## config.mk

```make
export PLATFORM = sky130hd
export DESIGN_NAME = instruction_memory_loader_flat
export DESIGN_NICKNAME = d
export VERILOG_FILES = /design/src/rtl/instruction_memory_loader_if.sv /design/src/rtl/instruction_memory_loader.sv /design/src/flat_wrapper.sv
export SDC_FILE = /design/constraint.sdc
export NUM_CORES = 2
export LEC_CHECK = 0
export CAP_MARGIN = 15
export CORE_ASPECT_RATIO = 0.8
export CORE_MARGIN = 1
export CORE_UTILIZATION = 25
export DETAILED_ROUTE_END_ITERATION = 10
export GPL_TIMING_DRIVEN = 0
export PLACE_DENSITY = 0.49
export SYNTH_ARGS = -nofsm -noshare
export SYNTH_HDL_FRONTEND = slang
export SYNTH_SLANG_ARGS = --single-unit
export TNS_END_PERCENT = 20
```

## constraint.sdc

```tcl
create_clock -name clock -period 9.6 [get_ports clock]
set_clock_uncertainty 0.05 [all_clocks]
set_input_delay 1.92 -clock clock [delete_from_list [all_inputs] [get_ports clock]]
set_output_delay 1.92 -clock clock [all_outputs]
set_load 0.1 [all_outputs]
```

## src/rtl/instruction_memory_loader_if.sv

```systemverilog
// Program-load stream and instruction-fetch bundle for instruction_memory_loader.
// master drives the load stream and fetch address; slave is the instruction store.
interface instruction_memory_loader_if #(
    parameter int ADDR_WIDTH = 8
);
    logic                  load_start;
    logic                  load_valid;
    logic [7:0]            load_data;
    logic                  load_last;
    logic                  load_ready;
    logic [ADDR_WIDTH-1:0] read_address;
    logic [7:0]            instruction;
    logic                  core_run;
    logic [ADDR_WIDTH:0]   load_count;
    logic                  overflow;

    modport master (
        output load_start,
        output load_valid,
        output load_data,
        output load_last,
        output read_address,
        input  load_ready,
        input  instruction,
        input  core_run,
        input  load_count,
        input  overflow
    );

    modport slave (
        input  load_start,
        input  load_valid,
        input  load_data,
        input  load_last,
        input  read_address,
        output load_ready,
        output instruction,
        output core_run,
        output load_count,
        output overflow
    );
endinterface

```

## src/rtl/instruction_memory_loader.sv

```systemverilog
// Instruction store for the 8-bit core: byte-stream program load, then
// zero-latency fetch with unloaded words masked to a fill instruction.
module instruction_memory_loader #(
    parameter int         DEPTH      = 256,
    parameter int         ADDR_WIDTH = 8,
    parameter logic [7:0] FILL_INSTR = 8'h00
) (
    input logic                   clock,
    input logic                   clear,
    instruction_memory_loader_if.slave bus
);
    localparam int IW = (DEPTH > 1) ? $clog2(DEPTH) : 1;
    localparam logic [ADDR_WIDTH:0] DEPTH_C = (ADDR_WIDTH + 1)'(DEPTH);
    localparam logic [ADDR_WIDTH:0] ONE     = (ADDR_WIDTH + 1)'(1);

    typedef enum logic [1:0] {
        IDLE,
        LOAD,
        RUN
    } state_t;

    state_t              state;
    state_t              state_next;
    logic [ADDR_WIDTH:0] count;
    logic [ADDR_WIDTH:0] count_next;
    logic                ovf;
    logic                ovf_next;
    logic                accept;
    logic                write_en;
    logic                hit;
    logic [7:0]          mem [DEPTH];

    assign bus.load_ready = (state == LOAD) && !bus.load_start;
    assign accept         = bus.load_valid && bus.load_ready;

    always_comb begin
        state_next = state;
        count_next = count;
        ovf_next   = ovf;
        write_en   = 1'b0;
        unique case (state)
            IDLE: begin
                if (bus.load_start) begin
                    state_next = LOAD;
                    count_next = '0;
                    ovf_next   = 1'b0;
                end
            end
            LOAD: begin
                if (bus.load_start) begin
                    state_next = LOAD;
                    count_next = '0;
                    ovf_next   = 1'b0;
                end else if (accept) begin
                    // Excess bytes are still handshaken so the
                    // stream never stalls; only the store is skipped.
                    if (count < DEPTH_C) begin
                        write_en   = 1'b1;
                        count_next = count + ONE;
                    end else begin
                        ovf_next = 1'b1;
                    end
                    if (bus.load_last) begin
                        state_next = RUN;
                    end
                end
            end
            RUN: begin
                if (bus.load_start) begin
                    state_next = LOAD;
                    count_next = '0;
                    ovf_next   = 1'b0;
                end
            end
            default: begin
                state_next = IDLE;
            end
        endcase
    end

    always_ff @(posedge clock) begin
        if (clear) begin
            state <= IDLE;
            count <= '0;
            ovf   <= 1'b0;
        end else begin
            state <= state_next;
            count <= count_next;
            ovf   <= ovf_next;
        end
    end

    // Storage is never reset; stale words are hidden by count.
    always_ff @(posedge clock) begin
        if (write_en && !clear) begin
            mem[count[IW-1:0]] <= bus.load_data;
        end
    end

    assign hit = (state == RUN)
              && ({1'b0, bus.read_address} < count);

    assign bus.instruction = hit ? mem[bus.read_address[IW-1:0]]
                                 : FILL_INSTR;
    assign bus.core_run    = (state == RUN);
    assign bus.load_count  = count;
    assign bus.overflow    = ovf;
endmodule

```

## src/flat_wrapper.sv

```systemverilog
// flat-port wrapper written by rule: the top's interface ports become plain ports
module instruction_memory_loader_flat 
#(
    parameter int         DEPTH      = 256,
    parameter int         ADDR_WIDTH = 8,
    parameter logic [7:0] FILL_INSTR = 8'h00
)
  (clock, clear, bus_load_start, bus_load_valid, bus_load_data, bus_load_last, bus_read_address, bus_load_ready, bus_instruction, bus_core_run, bus_load_count, bus_overflow);
  instruction_memory_loader_if #(.ADDR_WIDTH(ADDR_WIDTH)) bus_i ();
  input logic clock;
  input logic clear;
  input wire logic [$bits(bus_i.load_start)-1:0] bus_load_start;
  input wire logic [$bits(bus_i.load_valid)-1:0] bus_load_valid;
  input wire logic [$bits(bus_i.load_data)-1:0] bus_load_data;
  input wire logic [$bits(bus_i.load_last)-1:0] bus_load_last;
  input wire logic [$bits(bus_i.read_address)-1:0] bus_read_address;
  output wire logic [$bits(bus_i.load_ready)-1:0] bus_load_ready;
  output wire logic [$bits(bus_i.instruction)-1:0] bus_instruction;
  output wire logic [$bits(bus_i.core_run)-1:0] bus_core_run;
  output wire logic [$bits(bus_i.load_count)-1:0] bus_load_count;
  output wire logic [$bits(bus_i.overflow)-1:0] bus_overflow;
  assign bus_i.load_start = bus_load_start;
  assign bus_i.load_valid = bus_load_valid;
  assign bus_i.load_data = bus_load_data;
  assign bus_i.load_last = bus_load_last;
  assign bus_i.read_address = bus_read_address;
  assign bus_load_ready = bus_i.load_ready;
  assign bus_instruction = bus_i.instruction;
  assign bus_core_run = bus_i.core_run;
  assign bus_load_count = bus_i.load_count;
  assign bus_overflow = bus_i.overflow;
  instruction_memory_loader #(.DEPTH(DEPTH), .ADDR_WIDTH(ADDR_WIDTH), .FILL_INSTR(FILL_INSTR)) u_core (.clock(clock), .clear(clear), .bus(bus_i));
endmodule
```

==> summary.txt <==
Die Wd - 637.4 um
Final nets - 4,313
gpl congestion - 0.9781
routed len/inst - 41.68 um
multi-input logic area - 17,700 um2
mux contribution to synthesized area - 14.93%
Slew Viols, Final - 0
Via-to-Cell Ratio - 5.570
area added between synthesis and finish - 16.28%
dpl cells - 8,306
crit share post-route - 103.8%
Synth cell types - 69
Initial DRT Pass Iterations - 8
CP Class - in2out
RSZ-0062 raised after global routing - no
crit path time final - 9.962 ns
Compound-Gate Fraction of Synth Area - 3.601%
yosys warns - 0
worst vdd ir - 0.1445 mV
pre-CTS setup slack - -2.202 ns
antenna violations before repair - 57
pin count of the biggest net entering global routing - 141
Finished Layout Cells - 8,688
fraction of layout cells with a size suffix above 1 - 21.66%
status - finished with violations
Util after Layout - 29.24%
Worst Tran Pin Value - 1.465 ns
Post-synth EDFFs - 2,048
Starting Density - 25.14%
max cap viols - 0
first-pass GRT wire length - 458,400 um
sequential share of the synthesized area - 76.46%
Worst EP arrival - 7.99 ns
routed vias - 48,394
Tot Pwr - 18,850 uW
Synth Flop Type - edfxtp_1
leakage power total - 0.02869 uW
Num CTS Buffers - 204
CTS tree - yes
FF+latch count, synth - 2,060
clk root buf - clkbuf_16
clk buf depth - 4
mean post-synth cell area - 20.29 um2
Core Area - 321,200 um2
# fillers - 31,523
DIE AREA - 325,300 um2
total gr overflow - 0
clock transition at the registers of the reported paths - 0.06 ns
DRC Markers - 0
Rows - 186
simple-gate share of the synthesized area - 3.026%
Ports - 41
Synth area leader - edfxtp_1
final setup margin - -0.3623 ns
Hold Worst Slack - 0.4529 ns
detailed-route wire length - 362,100 um
Die Y - 510.3 um
clk_lat worst skew - 0.88 ns
adder-cell area share of the yosys netlist - 0.1704%
f_max - 0.1004 GHz
syn_nets - 4,012
Final HPWL DP - 236,900 um
Register Area - 61,740 um2
asr flop ratio synth - 0%
failing checks - setup timing
synth top area cells - edfxtp_1 76%, mux4_2 12%, mux2i_1 3.2%
Yosys top cell area share - 76.16%
Final ANT Viol Nets - 0
Clock Sinks - 2,060
Max H-tree Level - 4
cts hold-fix bufs - 0
Crit path required time - 7.63 ns
Final Setup Violations - 8
DRT iter0 DRCs - 9,762
Power Dens Cells - 200.7 nW/um2
Rel. slew slack - 1.986%
Crit Path Max Fanout - 10
HP Class - reg2reg
IO buf count - 38
number of global-route vias before repair - 43,758
Post-Synth XOR/XNOR Area - 0.05423%
mapped cell area - 80,750 um2
final hold vios - 0
crit path capture type - output port
Synth Instances - 3,980
critical path launch point type - primary input
largest family of logic cells by synthesized area - multiplexers
GR Util All Layers - 21.63%
through the flow:
stage | TNS, ns | area [um2]
floorplan | 0 | 80750
global placement | -2985.39 | 86420
detailed placement | -13.99 | 87710
CTS | -0.05684 | 93810
global route | 0 | 93830
finish | -1.676 | 93890
Yosys cell counts, drive strengths merged, types with 19 or more instances:
library cell	number
nor3	39
a22oi	39
a221oi	90
nand2	93
nor2	315
nand3	26
edfxtp	2048
buf	122
a21oi	71
clkbuf	120
mux2i	255
a211oi	19
mux4	419
o21ai	66
a221o	19
worst max-delay path, stage by stage:
cell and delay (ns):
clkdlybuf4s50_1 0.71, nor2b_1 0.19, clkbuf_1 0.48, buf_8 0.26
clkbuf_1 1.04, clkbuf_2 0.83, a221oi_1 0.28, o32a_1 0.24
o22ai_1 0.45, o22ai_1 0.39, nand4b_1 0.55, clkdlybuf4s15_2 0.58
flip-flops by register name (all words and copies together) (netlist names):
register	flops
u_core.bus.overflow	1
u_core.state	2
u_core.bus.load_count	9
u_core.mem	2048
cells by family after synthesis:
family	Yosys count
and+or+nand+nor	563
xor gates and xnor gates	5
AOI/OAI and AO/OA	404
muxes	680
buffers and inverters	257
adders and majority gates	11
DFF	2060
area by class of cell:
type,count,share of cell area [%]
Tap cell,4230,5.637
Multi-Input combinational cell,1663,18.85
Clock inverter,100,0.6170
Antenna cell,25,0.06663
Inverter,15,0.06530
Sequential cell,2060,65.76
Buffer,240,1.698
Timing Repair Buffer,97,1.635
Clock buffer,258,5.676
power breakdown:
group,internal [uW],leakage [uW],switching (uW)
combinational,346,0.00733,1050
clock,3970,0.00286,3600
sequential,9880,0.0185,1.47
cells in the final DEF (no fill, tap or decap), types with 7 or more instances in the layout:
master	n
mux2i_1	254
and2_1	9
or3_1	7
buf_6	54
o21ai_0	61
diode_2	25
clkbuf_2	62
edfxtp_1	2048
mux4_2	419
ha_1	11
a221o_1	19
clkbuf_4	7
buf_2	16
nand2b_1	15
or2_2	7
nand3_1	26
dfxtp_1	12
inv_1	12
nor3_1	35
o22ai_1	11
nor2_1	313
nor2b_1	16
buf_16	19
nand2_1	92
buf_12	10
a221oi_1	90
clkbuf_16	205
buf_4	60
buf_8	28
o21a_1	8
a22oi_1	38
clkinv_1	62
clkdlybuf4s50_1	22
a31oi_1	11
a21oi_1	70
nor4_1	14
clkinv_2	22
a211oi_1	18
clkbuf_1	103
o211ai_1	13
path summary, 6_finish.rpt:
check	startpoint	slack [ns]	cells after the start	endpoint
worst max-delay path	bus_read_address[2]	-0.36	12	bus_instruction[4]
worst min-delay path	u_core.bus.overflow$_SDFFE_PP0P_	0.45	2	u_core.bus.overflow$_SDFFE_PP0P_
worst max register to register	u_core.bus.load_count[5]$_SDFFE_PP0P_	5.25	5	u_core.mem[127][4]$_DFFE_PP_
worst min register to register	u_core.bus.overflow$_SDFFE_PP0P_	0.45	2	u_core.bus.overflow$_SDFFE_PP0P_
per-layer routing:
metal	wire length (um)	GRT usage, %	vias to the layer above
met5	174	0	-
met4	18100	9.735	26
met3	53900	8.718	738
met2	145800	29.54	4331
met1	144100	29.88	26158
li1	-	-	17141
repair_timing:
action | CTS | global route
buffers inserted | 0 | 0
pin swaps | 1 | 0
endpoints found under the setup margin | 8 | 5
resized for setup | 89 | 8
(Power assumes the default switching activity.)
